## src/rtl/axi_cdc_isolate_ctrl.sv

```systemverilog
// rtl/axi_cdc_isolate_ctrl.sv - source-side AXI CDC isolation controller (quiesce, drain, isolate)

package axi_cdc_isolate_pkg;
    typedef struct packed {
        logic [3:0]  id;
        logic [31:0] addr;
        logic [7:0]  len;
    } ax_t;

    typedef struct packed {
        logic [31:0] data;
        logic [3:0]  strb;
        logic        last;
    } w_t;

    typedef struct packed {
        logic [3:0] id;
        logic [1:0] resp;
    } b_t;

    typedef struct packed {
        logic [3:0]  id;
        logic [31:0] data;
        logic [1:0]  resp;
        logic        last;
    } r_t;

    typedef struct packed {
        ax_t  aw;
        logic aw_valid;
        w_t   w;
        logic w_valid;
        logic b_ready;
        ax_t  ar;
        logic ar_valid;
        logic r_ready;
    } req_t;

    typedef struct packed {
        logic aw_ready;
        logic ar_ready;
        logic w_ready;
        b_t   b;
        logic b_valid;
        r_t   r;
        logic r_valid;
    } resp_t;
endpackage

module axi_cdc_isolate_ctrl #(
    parameter int unsigned MaxTxns       = 8,
    parameter int unsigned TimeoutCycles = 1024,
    parameter type axi_req_t             = axi_cdc_isolate_pkg::req_t,
    parameter type axi_resp_t            = axi_cdc_isolate_pkg::resp_t,
    localparam int unsigned CW           = $clog2(MaxTxns + 1)
) (
    input  logic          clk_i,
    input  logic          rst_ni,
    input  logic          isolate_i,
    output logic          isolated_o,
    output logic          drain_timeout_o,
    output logic [CW-1:0] wr_outstanding_o,
    output logic [CW-1:0] rd_outstanding_o,
    input  axi_req_t      slv_req_i,
    output axi_resp_t     slv_resp_o,
    output axi_req_t      mst_req_o,
    input  axi_resp_t     mst_resp_i
);

    localparam int unsigned TW = (TimeoutCycles > 0) ? $clog2(TimeoutCycles + 1) : 1;
    localparam logic [CW-1:0] MaxCnt = CW'(MaxTxns);
    localparam logic [TW-1:0] TmoMax = TW'(TimeoutCycles);

    typedef enum logic [1:0] {
        RUN      = 2'd0,
        DRAIN    = 2'd1,
        ISOLATED = 2'd2
    } state_t;

    state_t        state_q, state_d;
    logic [CW-1:0] wr_q, wr_d, rd_q, rd_d;
    logic          aw_pending_q, aw_pending_d, ar_pending_q, ar_pending_d;
    logic [TW-1:0] tmo_q, tmo_d;
    logic          tmo_flag_q, tmo_flag_d;
    logic          aw_allow, ar_allow;
    logic          aw_hs, b_hs, ar_hs, rl_hs;
    logic          drained;

    // A pending address phase keeps its grant so a presented valid is never withdrawn.
    assign aw_allow = ((state_q == RUN) && (wr_q < MaxCnt)) || aw_pending_q;
    assign ar_allow = ((state_q == RUN) && (rd_q < MaxCnt)) || ar_pending_q;

    always_comb begin
        mst_req_o           = slv_req_i;
        mst_req_o.aw_valid  = slv_req_i.aw_valid & aw_allow;
        mst_req_o.ar_valid  = slv_req_i.ar_valid & ar_allow;
        slv_resp_o          = mst_resp_i;
        slv_resp_o.aw_ready = mst_resp_i.aw_ready & aw_allow;
        slv_resp_o.ar_ready = mst_resp_i.ar_ready & ar_allow;
    end

    assign aw_hs = mst_req_o.aw_valid & mst_resp_i.aw_ready;
    assign ar_hs = mst_req_o.ar_valid & mst_resp_i.ar_ready;
    assign b_hs  = mst_resp_i.b_valid & slv_req_i.b_ready;
    assign rl_hs = mst_resp_i.r_valid & slv_req_i.r_ready & mst_resp_i.r.last;

    always_comb begin
        wr_d = wr_q;
        if (aw_hs && !b_hs && (wr_q != MaxCnt)) begin
            wr_d = wr_q + CW'(1);
        end else if (b_hs && !aw_hs && (wr_q != '0)) begin
            wr_d = wr_q - CW'(1);
        end

        rd_d = rd_q;
        if (ar_hs && !rl_hs && (rd_q != MaxCnt)) begin
            rd_d = rd_q + CW'(1);
        end else if (rl_hs && !ar_hs && (rd_q != '0)) begin
            rd_d = rd_q - CW'(1);
        end

        aw_pending_d = aw_pending_q;
        if (aw_hs) begin
            aw_pending_d = 1'b0;
        end else if (mst_req_o.aw_valid) begin
            aw_pending_d = 1'b1;
        end

        ar_pending_d = ar_pending_q;
        if (ar_hs) begin
            ar_pending_d = 1'b0;
        end else if (mst_req_o.ar_valid) begin
            ar_pending_d = 1'b1;
        end
    end

    // Judged on next-state values so isolation follows the final response by one cycle.
    assign drained = (wr_d == '0) && (rd_d == '0) && !aw_pending_d && !ar_pending_d;

    always_comb begin
        state_d = state_q;
        unique case (state_q)
            RUN: begin
                if (isolate_i) begin
                    state_d = DRAIN;
                end
            end
            DRAIN: begin
                if (!isolate_i) begin
                    state_d = RUN;
                end else if (drained) begin
                    state_d = ISOLATED;
                end
            end
            ISOLATED: begin
                if (!isolate_i) begin
                    state_d = RUN;
                end
            end
            default: state_d = RUN;
        endcase
    end

    always_comb begin
        tmo_d      = '0;
        tmo_flag_d = tmo_flag_q;
        if (state_q == DRAIN) begin
            tmo_d = tmo_q;
            if ((TimeoutCycles != 0) && (tmo_q != TmoMax)) begin
                tmo_d = tmo_q + TW'(1);
            end
            if ((TimeoutCycles != 0) && (tmo_d == TmoMax)) begin
                tmo_flag_d = 1'b1;
            end
        end
    end

    always_ff @(posedge clk_i or negedge rst_ni) begin
        if (!rst_ni) begin
            state_q      <= RUN;
            wr_q         <= '0;
            rd_q         <= '0;
            aw_pending_q <= 1'b0;
            ar_pending_q <= 1'b0;
            tmo_q        <= '0;
            tmo_flag_q   <= 1'b0;
        end else begin
            state_q      <= state_d;
            wr_q         <= wr_d;
            rd_q         <= rd_d;
            aw_pending_q <= aw_pending_d;
            ar_pending_q <= ar_pending_d;
            tmo_q        <= tmo_d;
            tmo_flag_q   <= tmo_flag_d;
        end
    end

    assign isolated_o       = (state_q == ISOLATED);
    assign drain_timeout_o  = tmo_flag_q;
    assign wr_outstanding_o = wr_q;
    assign rd_outstanding_o = rd_q;

`ifndef SYNTHESIS
    always_ff @(posedge clk_i) begin
        if (rst_ni) begin
            assert (!(b_hs && !aw_hs && (wr_q == '0)))
                else $error("B response with no write outstanding");
            assert (!(rl_hs && !ar_hs && (rd_q == '0)))
                else $error("R last with no read outstanding");
        end
    end
`endif

endmodule
```

## config.mk

```make
export PLATFORM = sky130hd
export DESIGN_NAME = axi_cdc_isolate_ctrl
export DESIGN_NICKNAME = d
export VERILOG_FILES = /design/src/rtl/axi_cdc_isolate_ctrl.sv
export SDC_FILE = /design/constraint.sdc
export NUM_CORES = 1
export LEC_CHECK = 0
export BUFFER_PORTS_ARGS = -buffer_cell sky130_fd_sc_hd__buf_2
export CORE_AREA = 3 3 144 146
export DETAILED_ROUTE_END_ITERATION = 10
export DIE_AREA = 0 0 147 149
export REMOVE_ABC_BUFFERS = 1
export SLEW_MARGIN = 30
export SYNTH_ARGS = -nofsm -noshare
export SYNTH_HDL_FRONTEND = slang
export SYNTH_SLANG_ARGS = --single-unit
```

## constraint.sdc

```tcl
create_clock -name clk_i -period 2.4 [get_ports clk_i]
set_input_delay 0.36 -clock clk_i [delete_from_list [all_inputs] [get_ports clk_i]]
set_output_delay 0.36 -clock clk_i [all_outputs]
set_load 0.02 [all_outputs]
```

### After elaboration in Yosys (flattened, before gate mapping)

Index checks and enable logic that the tools add are counted.

| operators by class | value |
|---|---|
| add/sub/neg operators | 5 |
| magnitude comparators | 2 |
| equal/unequal tests | 9 |
| mux-type cells | 16 |
| bitwise operators | 9 |
| reduce and logical (&&, ||, !) cells | 28 |

Operators by type and width:

| kind | count |
|---|---|
| $mux 11 | 3 |
| $mux 4 | 4 |
| $logic_and 1x1->1 | 13 |
| $add 11x1->11 const B | 1 |
| $eq 11x11->1 const B | 1 |
| $ne 11x11->1 const B | 1 |
| $and 1x1->1 | 9 |
| $add 4x1->4 const B | 2 |
| $logic_not 4->1 | 2 |
| $lt 4x4->1 const B | 2 |
| $mux 2 | 4 |
| $ne 4x4->1 const B | 2 |
| $reduce_bool 4->1 | 2 |
| $sub 4x1->4 const B | 2 |
| $logic_not 1->1 | 6 |
| $pmux 2 s3 | 1 |
| $mux 1 | 4 |
| $ne 2x2->1 const B | 2 |
| $ne 3x3->1 const B | 1 |
| $reduce_and 3->1 | 1 |
| $eq 2x1->1 const B | 1 |
| $eq 2x2->1 const B | 1 |
| $logic_not 2->1 | 1 |
| $logic_or 1x1->1 | 2 |
| $reduce_and 2->1 | 1 |

| word-level totals | value |
|---|---|
| flip-flop bits (word level) | 24 |
| output and inout port bits | 190 |
| logic and storage cells | 76 |

### Depth between registers and ports, before layout

| logic depth | value |
|---|---|
| depth after elaboration | 17 |
| gate-level depth with buffers | 8 |
| mapped depth without buffers | 8 |

### Worst setup path before layout

No wires, ideal clock.

| timing | value |
|---|---|
| path type | flip-flop to flip-flop |
| start point | reg rd_q[3] (netlist: rd_outstanding_o[3]) |
| end point | reg state_q[0] |
| library setup time | 0.133 ns |
| arrival | 1.928 ns |
| path slack | 0.339 ns |
| cell stages (with the launch flop) | 8 |
| clock period less this slack | 2.061 ns |
| path through | dfrtp_1 -> buf_2 -> or3_4 -> a2111oi_4 -> a211oi_1 -> o21bai_4 -> nor4_1 -> a31oi_1 |

| between the ends | value |
|---|---|
| cells in the longest elaborated chain, start to end | 16 |

RTL lines:

| element | RTL line | source |
|---|---|---|
| start, declared | 81 | `logic [CW-1:0] wr_q, wr_d, rd_q, rd_d;` |
| start signal, assigned | 190 | `rd_q <= rd_d;` |
| $lt 4x4->1 | 91 | `assign ar_allow = ((state_q == RUN) && (rd_q < MaxCnt)) \|\| ar_pending_q;` |
| $logic_and 1x1->1 | 91 |  |
| $logic_or 1x1->1 | 91 |  |
| $and 1x1->1 | 96 | `mst_req_o.ar_valid = slv_req_i.ar_valid & ar_allow;` |
| $and 1x1->1 | 103 | `assign ar_hs = mst_req_o.ar_valid & mst_resp_i.ar_ready;` |
| $logic_not 1->1 | 118 | `end else if (rl_hs && !ar_hs && (rd_q != '0)) begin` |
| $logic_and 1x1->1 (2 in a row) | 118 |  |
| $mux 4 | 118 |  |
| $mux 4 * | 116 | `if (ar_hs && !rl_hs && (rd_q != MaxCnt)) begin` |
| named net rd_d[3] | 81 |  |
| $logic_not 4->1 * | 138 | `assign drained = (wr_d == '0) && (rd_d == '0) && !aw_pending_d && !ar_pending_d;` |
| $logic_and 1x1->1 * (3 in a row) | 138 |  |
| $ne 3x3->1 (no line) * | -- |  |
| $reduce_and 3->1 (no line) * | -- |  |
| end signal, assigned | 188 | `state_q <= state_d;` |
| end, declared | 80 | `state_t state_q, state_d;` |

The timed path passes the listed nets; every way through them passes the cells marked *.
A chain may end at the register's enable or synchronous reset.

### Worst setup path in the final report

| timing | value |
|---|---|
| start point | reg wr_q[1] (netlist: wr_outstanding_o[1]) |
| end point | reg state_q[1] |

| between the ends | value |
|---|---|
| cells in the longest elaborated chain, start to end | 16 |

RTL lines:

| element | RTL line | source |
|---|---|---|
| start, declared | 81 |  |
| start signal, assigned | 189 | `wr_q <= wr_d;` |
| $lt 4x4->1 | 90 | `assign aw_allow = ((state_q == RUN) && (wr_q < MaxCnt)) \|\| aw_pending_q;` |
| $logic_and 1x1->1 | 90 |  |
| $logic_or 1x1->1 | 90 |  |
| $and 1x1->1 | 95 | `mst_req_o.aw_valid = slv_req_i.aw_valid & aw_allow;` |
| $and 1x1->1 | 102 | `assign aw_hs = mst_req_o.aw_valid & mst_resp_i.aw_ready;` |
| $logic_not 1->1 | 111 | `end else if (b_hs && !aw_hs && (wr_q != '0)) begin` |
| $logic_and 1x1->1 (2 in a row) | 111 |  |
| $mux 4 | 111 |  |
| $mux 4 * | 109 | `if (aw_hs && !b_hs && (wr_q != MaxCnt)) begin` |
| named net wr_d[0] | 81 |  |
| $logic_not 4->1 * | 138 |  |
| $logic_and 1x1->1 * (3 in a row) | 138 |  |
| $ne 3x3->1 (no line) * | -- |  |
| $reduce_and 3->1 (no line) * | -- |  |

Marks and branches as above.

==> impl_results.md <==
* Initial Utilization at 15.6%
* Sum of negative setup slack at 0 ns
* VDD IR max at ~0.32 mV
* Status: completed
* Die area at 21,900 um^2
* Post-Synth Adder-Cell Area at between 2 and 2.5%
* Unique cell type count in the Yosys netlist at 52
* Worst EP required at 2.55 ns
* Met3 Track Usage GR at 49.2%
* Achievable Freq at about 0.45 GHz
* 1st-pass router iterations at 4
* Hold-fix buffers, CTS at 0
* Tot GR Track Use at 33.4%
* Filler Cells Inserted at approximately 2,300
* # clock sinks at 24
* CTS tree: yes
* IO Port Bufs at 30
* Synthesized area per cell at 8.33 um^2
* Clock-pin slew on the worst setup and hold paths at around 0.060 ns
* Register area share after synthesis at 19.7%
* CP Class: flip-flop to flip-flop
* Reg area at 601 um^2
* Flops & latches, synth at 24
* Worst Skew at 0.000975 ns
* Met2 Track Usage GR at 52.4%
* Max-slew violations at 0
* Post-Place Setup Slack at 0.214 ns
* Crit start category: flip-flop
* Initial antenna violation count at 1
* Final setup viols at 0
* Part of the cycle the worst path needs at between 90% and 100%
* Global placer's final weighted congestion at 1.19
* R2R setup slack at 0.17 ns
* Multi-input logic area at roughly 1100 um^2
* Hold Vio Cnt, Final at 0
* HPWL Detailed at 36,800 um
* First-pass GRT wire length at between 40,000 and 50,000 um
* FFs w/ async S/R, synth at 100%
* Fin cells at 485
* Root buf cell: clkbuf_16
* Largest net degree at the start of global routing at 25
* Post-route ant nets at 0
* Nets at 410
* Clock Latency Late Sink at approximately 0.26 ns
* Die X at 147 um
* Final setup margin at 0.169 ns
* Most common cell after layout, fill and taps aside: buf_2
* Pwr/cell area at between 800 and 900 nW/um^2
* Leak at 0.918 nW
* Vias in the first global route at approximately 1,900
* Core ar. at ~20,000 um^2
* Synth Area in XOR/XNOR at under 10%
* DRC violations left at 0
* Max-Cap Viols at 0
* Crit path DAT at 2.38 ns
* Fin util at 11.7%
* Simple-gate area share of the yosys netlist at 14.5%
* Worst hold path class: input pin to async pin
* Via count at 2,286
* Top flip-flop cell by instance count after synthesis: dfrtp_1
* Avg Vias per Cell at about 4.7
* RSZ-0062 raised after global routing: false
* Cell Count Post-Placement at ~480
* Worst slew pin tran at 0.573 ns
* CTS max path bufs at 2
* Setup bufs post-CTS at 0
* Antenna cell count at 0
* GR Overflow Total at 0
* Wire length per cell at 78.9 um
* Synth Cell Area at 3060 um^2
* Busiest layer in global routing: met2
* I/O Pins at between 300 and 400
* Mapped Cells at around 370
* Synth warnings at 0
* Total power draw at roughly 2 mW
* Largest family of logic cells by synthesized area: buffers and inverters
* Total Wirelength at 38,300 um
* Multiplexer share of the synthesized area at approximately 1.4%
* CTS Buf Count at 3
* DRT iter0 DRCs at 318
* Synth Area in Compound Gates at 12.3%
* Number of synthesized flops with an enable pin at 0
* Crit Path Max Fanout at 7
* Tmin final at 2.23 ns
* Max-slew headroom at about three fifths
* FP Rows at 51
* CP Capture Type: flip-flop
* P&R area growth vs syn at -25.0%
* Met1 Usage GRT at 8.33%
* Share of cells above drive strength 1 at a little over a fifth
* Most frequent cells in the layout: buf_2 (30), dfrtp_1 (24), nor2_1 (19)
* Die H at 149 um
* Cts repair resizes at 0
* Htree depth at 1
[flip-flops by register name (all words and copies together) (netlist names)]
name	cells
ar_pending_q	1
aw_pending_q	1
drain_timeout_o	1
rd_outstanding_o	4
state_q	2
tmo_q	11
wr_outstanding_o	4
[worst max-delay path: stages, from the launching register on]
cell,delay (ns)
dfrtp_1,0.45
inv_1,0.12
ha_1,0.21
nand2b_1,0.12
a22oi_1,0.26
o22ai_1,0.14
xnor2_1,0.44
nor4_2,0.11
a32o_1,0.27
[Yosys cell counts (6+ instances only)]
master | instances | area share [%]
and3_1 | 8 | 1.6
buf_4 | 176 | 43
clkbuf_1 | 6 | 0.74
dfrtp_1 | 24 | 20
ha_1 | 6 | 2.5
inv_1 | 12 | 1.5
nand2_1 | 6 | 0.74
nand2b_1 | 6 | 1.2
nand3_1 | 9 | 1.5
nor2_1 | 19 | 2.3
nor3_1 | 7 | 1.1
xnor2_1 | 9 | 2.6
[final timing paths]
path	startpoint	to	depth (start not counted)
hold / removal	rst_ni	tmo_q[8]	1
min in group clk_i	isolate_i	state_q[1]	2
setup / recovery	wr_outstanding_o[1]	state_q[1]	8
setup reg to reg	wr_outstanding_o[1]	state_q[1]	8
hold reg to reg	drain_timeout_o	drain_timeout_o	1
max in group asynchronous	rst_ni	rd_outstanding_o[2]	1
[logic make-up (layout without fill, tap and decap cells)]
family          Yosys count  after routing
xor+xnor                 14             14
flops                    24             24
simple gates             78             78
buf+inv                 195             48
compound gates           46             46
mux                       4              4
fa+ha+maj                 6              6
[cell type report]
cell class	instances	area share, %
Multi-Input combinational cell	148	46.3
Sequential cell	24	26.2
Tap cell	265	14.5
Timing Repair Buffer	32	7.21
Clock buffer	4	3.88
Inverter	12	1.97
[power by group]
part           switching (mW)  internal, mW  leakage, nW
clock                   0.145         0.255       0.0442
sequential              0.143         0.488        0.313
combinational           0.603         0.369        0.561
total                   0.891          1.11        0.918
[stage by stage]
stage / hold slack, ns / area [um^2]
6_report: 0.0928 / 2290
2_1_floorplan: 0.0644 / 1710
3_3_place_gp: 0.380 / 2200
3_5_place_dp: 0.377 / 2200
5_1_grt: 0.128 / 2290
4_1_cts: 0.100 / 2290
[layer usage]
metal  up-vias  part of all wire, %
met3       130                   31
met2       463                   45
li1        769                    -
met1       904                  9.0
met4        20                   14
met5         -                  1.8
(Power assumes the default switching activity.)
